$ cat config.mk
export PLATFORM = sky130hd
export DESIGN_NAME = key_event_tx
export DESIGN_NICKNAME = d
export VERILOG_FILES = /design/src/rtl/key_event_tx.sv
export SDC_FILE = /design/constraint.sdc
export NUM_CORES = 1
export LEC_CHECK = 0
export ABC_AREA = 1
export CAP_MARGIN = 40
export CORE_ASPECT_RATIO = 0.5
export CORE_MARGIN = 4
export CORE_UTILIZATION = 55
export CTS_CLUSTER_SIZE = 14
export DETAILED_ROUTE_END_ITERATION = 8
export MAX_ROUTING_LAYER = met4
export PLACE_DENSITY = 0.75
export SLEW_MARGIN = 5
export SYNTH_ARGS = -nofsm -noshare
export SYNTH_HDL_FRONTEND = slang
export SYNTH_SLANG_ARGS = --single-unit
$ cat constraint.sdc
create_clock -name CLOCK_50 -period 1.9 [get_ports CLOCK_50]
set_input_delay 0.38 -clock CLOCK_50 [delete_from_list [all_inputs] [get_ports CLOCK_50]]
set_output_delay 0.38 -clock CLOCK_50 [all_outputs]
set_load 0.02 [all_outputs]
$ cat src/rtl/key_event_tx.sv
// key_event_tx
//   Producer side of the key-event interface into the predictor top level.
//   The two active-low push-buttons are synchronised and debounced. Each
//   debounced press becomes a signed symbol: key0 gives +1 and key1 gives -1.
//   The symbol is offered on a valid/ready handshake. A two-entry ordered
//   buffer holds the output register plus one pending slot. Presses that
//   arrive while the consumer is busy are queued. If both entries are full,
//   the press is dropped and flagged.
//
// Ports
//   CLOCK_50  in   system clock
//   rst       in   asynchronous active-high reset
//   key0      in   raw button, active-low, press sends +1
//   key1      in   raw button, active-low, press sends -1
//   ready     in   consumer can take a symbol this cycle
//   valid     out  xin holds a symbol awaiting transfer
//   xin       out  signed symbol (2'b01 = +1, 2'b11 = -1)
//   pending   out  pending slot occupied
//   dropped   out  one-cycle pulse, a press was discarded (buffer full)
module key_event_tx #(
    parameter int DEBOUNCE_CYCLES = 500000,
    parameter int CNT_W           = 20
) (
    input  logic              CLOCK_50,
    input  logic              rst,
    input  logic              key0,
    input  logic              key1,
    input  logic              ready,
    output logic              valid,
    output logic signed [1:0] xin,
    output logic              pending,
    output logic              dropped
);

    localparam logic [CNT_W-1:0] CNT_LAST = CNT_W'(DEBOUNCE_CYCLES - 1);

    // Bit 0 belongs to key0 and bit 1 belongs to key1 throughout.
    logic [1:0]            sync_p0;
    logic [1:0]            ks;
    logic [1:0]            stable;
    logic [1:0]            stable_d;
    logic [1:0]            armed;
    logic [1:0]            press;
    logic [1:0][CNT_W-1:0] cnt;

    logic signed [1:0] pend_sym;
    logic              xfer;
    logic              nxt_valid;
    logic              nxt_pending;
    logic              nxt_drop;
    logic signed [1:0] nxt_xin;
    logic signed [1:0] nxt_pend_sym;

    function automatic logic signed [1:0] key_sym(input int idx);
        return (idx == 0) ? 2'sb01 : 2'sb11;
    endfunction

    // Synchroniser, debounce and press strobe.
    // After reset a key starts disarmed. It must first be seen released for
    // DEBOUNCE_CYCLES consecutive cycles. Only then does normal debouncing
    // begin. This stops a button held through reset from producing a press.
    always_ff @(posedge CLOCK_50 or posedge rst) begin
        if (rst) begin
            sync_p0  <= 2'b11;
            ks       <= 2'b11;
            stable   <= 2'b11;
            stable_d <= 2'b11;
            armed    <= 2'b00;
            press    <= 2'b00;
            cnt      <= '0;
        end else begin
            sync_p0  <= {key1, key0};
            ks       <= sync_p0;
            stable_d <= stable;
            press    <= stable_d & ~stable;
            for (int i = 0; i < 2; i++) begin
                if (!armed[i]) begin
                    if (!ks[i]) begin
                        cnt[i] <= '0;
                    end else if (cnt[i] == CNT_LAST) begin
                        armed[i] <= 1'b1;
                        cnt[i]   <= '0;
                    end else begin
                        cnt[i] <= cnt[i] + 1'b1;
                    end
                end else if (ks[i] == stable[i]) begin
                    cnt[i] <= '0;
                end else if (cnt[i] == CNT_LAST) begin
                    stable[i] <= ks[i];
                    cnt[i]    <= '0;
                end else begin
                    cnt[i] <= cnt[i] + 1'b1;
                end
            end
        end
    end

    // Buffer next-state logic.
    // A transfer first advances the pending symbol into the output register.
    // New presses then fill free entries in order, key0 before key1.
    assign xfer = valid & ready;

    always_comb begin
        nxt_valid    = valid;
        nxt_xin      = xin;
        nxt_pending  = pending;
        nxt_pend_sym = pend_sym;
        nxt_drop     = 1'b0;
        if (xfer) begin
            nxt_valid   = pending;
            nxt_pending = 1'b0;
            if (pending) nxt_xin = pend_sym;
        end
        for (int i = 0; i < 2; i++) begin
            if (press[i]) begin
                if (!nxt_valid) begin
                    nxt_valid = 1'b1;
                    nxt_xin   = key_sym(i);
                end else if (!nxt_pending) begin
                    nxt_pending  = 1'b1;
                    nxt_pend_sym = key_sym(i);
                end else begin
                    nxt_drop = 1'b1;
                end
            end
        end
    end

    // Buffer registers, which drive the outputs directly.
    always_ff @(posedge CLOCK_50 or posedge rst) begin
        if (rst) begin
            valid    <= 1'b0;
            xin      <= 2'sb01;
            pending  <= 1'b0;
            pend_sym <= 2'sb01;
            dropped  <= 1'b0;
        end else begin
            valid    <= nxt_valid;
            xin      <= nxt_xin;
            pending  <= nxt_pending;
            pend_sym <= nxt_pend_sym;
            dropped  <= nxt_drop;
        end
    end

endmodule

==> metrics.md, run 1 <==
| Metric | Value |
|---|---|
| Synthesized area per cell | `around 7.7 sq um` |
| Synth top area share | `39.5%` |
| Critical path buffers and inverters | `1` |
| Number of flops mapped to enable cells by yosys | `0` |
| Layout area overhead | `14.4%` |
| Max-Cap Viols | `0` |
| Placeable Area | `5180 sq um` |
| RSZ-0062 raised after global routing | `false` |
| H-tree depth | `3` |
| Tot GR Track Use | `21.0%` |
| Vias | `2,518` |
| Layout cell share with drive strength beyond 1 | `12.4%` |
| WL/cell | `12.6 um` |
| Final Max Slew Viols | `0` |
| Slowest stage delay, CP | `600 ps` |
| Ant. Diodes | `0` |
| Initial core utilization | `59.9%` |
| Yosys top cell by area | `dfrtp_1` |
| CP endpoint kind | `output port` |
| Synthesis Warnings | `0` |
| Nets@finish | `about 430` |
| Max FO, Critical Path | `2` |
| Top FF cell, synth | `dfrtp_1` |
| Power Total | `2840 uW` |
| Synth top area cells | `dfrtp_1 (40%), nand2_1 (13%), nor2_1 (11%), dfstp_2 (8.5%), inv_1 (6.0%)` |
| Crit-path cells | `clkdlybuf4s50_1` |
| Hold Path Class | `in -> async` |
| Final setup fails | `0` |
| Initial antenna violation count | `0` |
| Flop and latch count out of synthesis | `59` |
| Pre-CTS WS | `114 ps` |
| CTS tree | `built` |
| Die height | `61.1 um` |
| Initial detailed-routing violation count | `110` |
| DR DRC count | `0` |
| Fin. Hold Viols | `0` |
| WS Path Type | `reg -> out` |
| Setup slack, reg-to-reg | `250 ps` |
| CP required | `1520 ps` |
| Clk_skew | `around 6.4 ps` |
| First-pass DRT Iterations | `4` |
| Worst Slack Setup Final | `74.8 ps` |
| Number of vias per cell | `5.06` |
| Worst-Skew Late Latency | `between 300 and 400 ps` |
| Cts repair resizes | `0` |
| Largest net degree at the start of global routing | `25` |
| First-pass GRT wire length | `10.9 mm` |
| Clock Path Buffers | `2` |
| Hpwl dp | `~4.4 mm` |
| Clock period minus worst slack | `1830 ps` |
| Io pins | `10` |
| Clk slew on worst S/H paths | `50 ps` |
| FILL cells | `roughly 420` |
| GP Congestion | `0.932` |
| Most common cell after layout, fill and taps aside | `nand2_1` |
| Number of routed nets with antenna violations | `0` |
| Final Cycle Share | `96.1%` |
| CP top delay family | `buffers and inverters` |
| Hold Buf Count CTS | `0` |
| Vias in the first global route | `2,474` |
| Worst slew pin tran | `487 ps` |
| Die footprint | `~7000 sq um` |
| Power per Cell Area | `around 800 nW/um^2` |
| Syn Nets | `412` |
| Setup TNS | `0 ps` |
| Crit-path slowest cell | `clkdlybuf4s50_1` |
| Synth cell types | `30` |
| Clk sink count | `59` |
| Worst EP arrival | `~1500 ps` |
| Worst slew margin | `67.4%` |
| Post-Route WL | `6.28 mm` |
| Leakage | `0.00155 uW` |
| IR drop worst, VDD | `a little under 0.6 mV` |
| IO buf count | `9` |
| Syn Std Cell Area | `3100 sq um` |
| Cell count after synthesis | `405` |
| Setup Fix Bufs, Post-CTS | `0` |
| Num CTS Buffers | `9` |
| Commonest non-fill, non-tap cells in the layout | `nand2_1 (104), nor2_1 (94), inv_1 (49), dfrtp_1 (49), nand3_1 (18)` |
| Number of cell rows | `18` |
| FMAX | `about 550 MHz` |
| Die W | `114 um` |
| FF-to-FF End | `cnt[18]$_DFF_PP0_` |
| Ys async rst share | `100%` |
| Worst reg-to-reg path cell count | `7` |
| Clk Tree Root Cell | `clkbuf_16` |
| Seq/Total Area, Yosys | `48.0%` |
| CP Launch Type | `flip-flop` |
| Gr ovfl total | `0` |
| Run status | `finished, final reports clean` |
| R2R Path Start | `cnt[0]$_DFF_PP0_` |
==> synthesized netlist by cell type, types with 2 or more instances <==
library cell  count
o21bai_1          2
dfstp_2          10
nor2_2           15
dfrtp_1          49
nand3_2           2
xnor2_1           4
nand4_1           4
ha_1              2
nor3_1            2
xor2_1           14
nand2_2           2
a31oi_1           3
nand3b_1          2
nor2_1           94
o21ai_0           8
inv_1            50
nor2_4            4
a21oi_1           6
nand3_1          18
nand2_1         104
==> how the worst max path moves through the flow <==
stage / start / end / slack, ps / cells after the start
global placement: ready / pend_sym[0]$_DFF_PP1_ / 230 / 8
floorplan: rst / armed[0]$_DFF_PP0_ / 80 / 1
finish: xin[0]$_DFF_PP1_ / xin[0] / 70 / 1
CTS: xin[0]$_DFF_PP1_ / xin[0] / 50 / 1
detailed placement: ready / pend_sym[0]$_DFF_PP1_ / 110 / 8
global route: xin[0]$_DFF_PP1_ / xin[0] / 30 / 1
==> state kept, by name, summed over array words and instances, names as in the netlist <==
signal and cells:
cnt 40, armed 2, ks 2, pend_sym 2
press 2, stable 2, stable_d 2, sync_p0 2
xin 2, dropped 1, pending 1, valid 1
==> metrics by stage <==
step                      util, %  std cells  cell area (sq um)  hold WS [ps]
final                        68.5        498               3550           353
after global routing         68.5        498               3550           357
after CTS                    68.5        498               3550           356
after detailed placement     63.5        483               3290           348
after global placement       63.5        483               3290           347
after floorplan                 -        405               3100           345
==> final cells by class <==
class,instances,area [sq um],area share [%]
Sequential cell,59,1490,41.9
Timing Repair Buffer,11,130,3.67
Tap cell,70,87.6,2.47
Inverter,51,194,5.46
Multi-Input combinational cell,292,1390,39.1
Clock buffer,12,246,6.94
Clock inverter,3,15.0,0.423
==> power breakdown <==
part / internal [uW] / switching, uW
clock network: 901 / 530
registers: 1280 / 14.9
logic: 41.2 / 72.0
==> cell families (layout without fill, tap and decap cells) <==
group                    count (synthesis)  count (layout)  share of synthesized area [%]
AND/OR/NAND/NOR                        249             249                           34.5
buffers and inverters                   54              77                           7.30
XOR/XNOR                                18              18                           5.08
adder cells (fa/ha/maj)                  2               2                          0.806
AO/OA/AOI/OAI                           23              23                           4.31
flip-flops                              59              59                           48.0
==> per-layer routing <==
metal / part of all wire (%) / vias up / global-route usage, % / wire (um)
met5: 0 / - / - / 0
met4: 1.2 / 0 / 7.95 / 76
met3: 4.5 / 9 / 7.36 / 285
met2: 49 / 50 / 35.6 / 3090
met1: 45 / 1184 / 23.5 / 2830
li1: - / 1275 / - / -
Note: power is estimated with default switching activity, not from simulation.
==> run 2, diff against run 1 <==
SETUP_SLACK_MARGIN = 0.3   (was not set)
SLEW_MARGIN = not set   (was 5)
==> run 2 against run 1 <==
Net effect: via count grew 2.6%; routed wire length grew 4.6%; clock-buffer cell count shrank 1; sequential share of layout area shrank 2.0 points; clock power grew 18%; first-iteration DRC count grew 47%; fmax grew 18%; final cell count grew 1.6%; clock skew is essentially flat; register-to-register slack gained 140 ps; sequential power is essentially flat; critical path type unchanged; critical endpoint unchanged; highest routed layer unchanged.
==> metrics.md, run 2 (synthesized netlist as in run 1, its figures left out) <==
| Metric | Value |
|---|---|
| Clk slew on worst S/H paths | `50 ps (about the same)` |
| Max FFs per register | `40 (unchanged)` |
| Number of vias per cell | `5.11 (was 5.06)` |
| Final Max Slew Viols | `0 (unchanged)` |
| Number of routed nets with antenna violations | `0 (unchanged)` |
| Vias | `2,584 (was 2,518)` |
| Worst slew margin | `74.7% (was 67.4%)` |
| Largest net degree at the start of global routing | `38 (was 25)` |
| Biggest register | `cnt (unchanged)` |
| Power Total | `3120 uW (was 2840 uW)` |
| First-pass DRT Iterations | `4 (unchanged)` |
| Num CTS Buffers | `9 (unchanged)` |
| CTS tree | `built (unchanged)` |
| Worst-Skew Late Latency | `320 ps (was 330 ps)` |
| CP top delay family | `flip-flops (was buffers and inverters)` |
| IR drop worst, VDD | `0.735 mV (was 0.584 mV)` |
| IO buf count | `9 (unchanged)` |
| Crit-path slowest cell | `dfstp_2 (was clkdlybuf4s50_1)` |
| Vias in the first global route | `2,563 (was 2,474)` |
| Clock period minus worst slack | `1550 ps (was 1830 ps)` |
| DR DRC count | `0 (unchanged)` |
| Final Cycle Share | `81.7% (was 96.1%)` |
| Max FO, Critical Path | `2 (unchanged)` |
| Final setup fails | `0 (unchanged)` |
| Layout cell share with drive strength beyond 1 | `16.1% (was 12.4%)` |
| Clk sink count | `59 (unchanged)` |
| Layout area overhead | `20.2% (was 14.4%)` |
| Die height | `61.1 um (unchanged)` |
| WS Path Type | `reg -> out (unchanged)` |
| Die footprint | `6980 sq um (unchanged)` |
| Initial antenna violation count | `0 (unchanged)` |
| Gr ovfl total | `0 (unchanged)` |
| Clk_skew | `6.01 ps (was 6.38 ps)` |
| H-tree depth | `3 (unchanged)` |
| Most common cell after layout, fill and taps aside | `nand2_1 (unchanged)` |
| Setup slack, reg-to-reg | `390 ps (was 250 ps)` |
| Nets@finish | `438 (was 431)` |
| Die W | `114 um (unchanged)` |
| Fin. Hold Viols | `0 (unchanged)` |
| Critical path buffers and inverters | `1 (unchanged)` |
| GP Congestion | `0.919 (was 0.932)` |
| Initial core utilization | `59.9% (unchanged)` |
| Max-Cap Viols | `0 (unchanged)` |
| First-pass GRT wire length | `10.9 mm (about the same)` |
| Io pins | `10 (unchanged)` |
| Ant. Diodes | `0 (unchanged)` |
| Setup TNS | `0 ps (unchanged)` |
| Run status | `finished, final reports clean (unchanged)` |
| Clk Tree Root Cell | `clkbuf_16 (unchanged)` |
| Post-Route WL | `6.57 mm (was 6.28 mm)` |
| Number of cell rows | `18 (unchanged)` |
| CP Launch Type | `flip-flop (unchanged)` |
| Placeable Area | `5180 sq um (unchanged)` |
| CP required | `1520 ps (about the same)` |
| Tot GR Track Use | `21.2% (was 21.0%)` |
| Hold Buf Count CTS | `0 (unchanged)` |
| Hold Path Class | `reg -> reg (was in -> async)` |
| Crit-path cells | `dlygate4sd2_1 (was clkdlybuf4s50_1)` |
| Hpwl dp | `4.47 mm (was 4.42 mm)` |
| CP endpoint kind | `output port (unchanged)` |
| FILL cells | `389 (was 419)` |
| WL/cell | `13.0 um (was 12.6 um)` |
| Slowest stage delay, CP | `520 ps (was 600 ps)` |
| FMAX | `645 MHz (was 548 MHz)` |
| RSZ-0062 raised after global routing | `false (unchanged)` |
| Worst slew pin tran | `377 ps (was 487 ps)` |
| Worst EP arrival | `1170 ps (was 1450 ps)` |
| Initial detailed-routing violation count | `162 (was 110)` |
| Leakage | `0.00164 uW (was 0.00155 uW)` |
| Power per Cell Area | `838 nW/um^2 (was 801 nW/um^2)` |
| Commonest non-fill, non-tap cells in the layout | `nand2_1 (102), nor2_1 (90), inv_1 (49), dfrtp_1 (49), nand3_1 (17) (was nand2_1 (104), nor2_1 (94), inv_1 (49), dfrtp_1 (49), nand3_1 (18))` |
| Clock Path Buffers | `2 (unchanged)` |
## run 2: repair_timing
item,in CTS,in global routing
pin swaps,0,7
setup buffers,0,6
endpoints found under the setup margin,24,23
gates resized for setup,10,12
gates cloned,0,0
## run 2: path summary, 6_finish.rpt
| kind | end | cells after the start | start |
|---|---|---|---|
| worst max-delay path | xin[0] | 1 | xin[0]$_DFF_PP1_ |
| worst min-delay path | ks[0]$_DFF_PP1_ | 0 | sync_p0[0]$_DFF_PP1_ |
| worst max register to register | cnt[30]$_DFF_PP0_ | 8 | cnt[21]$_DFF_PP0_ |
| worst min register to register | ks[0]$_DFF_PP1_ | 0 | sync_p0[0]$_DFF_PP1_ |
| max in group asynchronous | xin[0]$_DFF_PP1_ | 3 | rst |
| min in group asynchronous | cnt[38]$_DFF_PP0_ | 3 | rst |
## run 2: power by group
group / switching, uW / total, uW / internal [uW]
clock network: 551 / 1690 / 1140
registers: 19.9 / 1300 / 1280
logic: 76.3 / 127 / 50.4
total: 648 / 3120 / 2480
## run 2: layer usage
metal / share of wire [%] / routed length [um] / vias up / global-route usage (%)
met1: 44 / 2890 / 1226 / 22.2
met5: 0 / 0 / - / -
li1: - / - / 1294 / -
met2: 51 / 3330 / 52 / 38.7
met3: 3.7 / 240 / 12 / 6.77
met4: 1.7 / 111 / 0 / 7.61
## run 2: layout make-up
type / count / area [sq um] / area share, %
flip-flops and latches: 59 / 1490 / 39.9
clock inverters: 5 / 77.6 / 2.08
clock buffers: 11 / 233 / 6.24
well taps: 70 / 87.6 / 2.35
repair buffers: 18 / 189 / 5.07
inverters: 51 / 200 / 5.37
multi-input cells: 292 / 1450 / 39.0
## run 2: worst register-to-register path, stage by stage, from the launching register on
cell,delay (ps)
dfrtp_1,410
ha_4,180
nand2_2,80
nor2_4,150
nand2_1,120
nor2_4,160
buf_4,120
xnor2_1,120
nor2_2,70
## run 2: per-stage QoR
step	hold WS (ps)	instance area, sq um	util, %	worst slack [ps]	cells
after floorplan	345	3110	-	482	405
after global placement	347	3300	63.7	224	484
after detailed placement	348	3300	63.7	101	484
after CTS	352	3620	69.8	326	500
after global routing	358	3730	72.0	301	506
final	352	3730	72.0	348	506
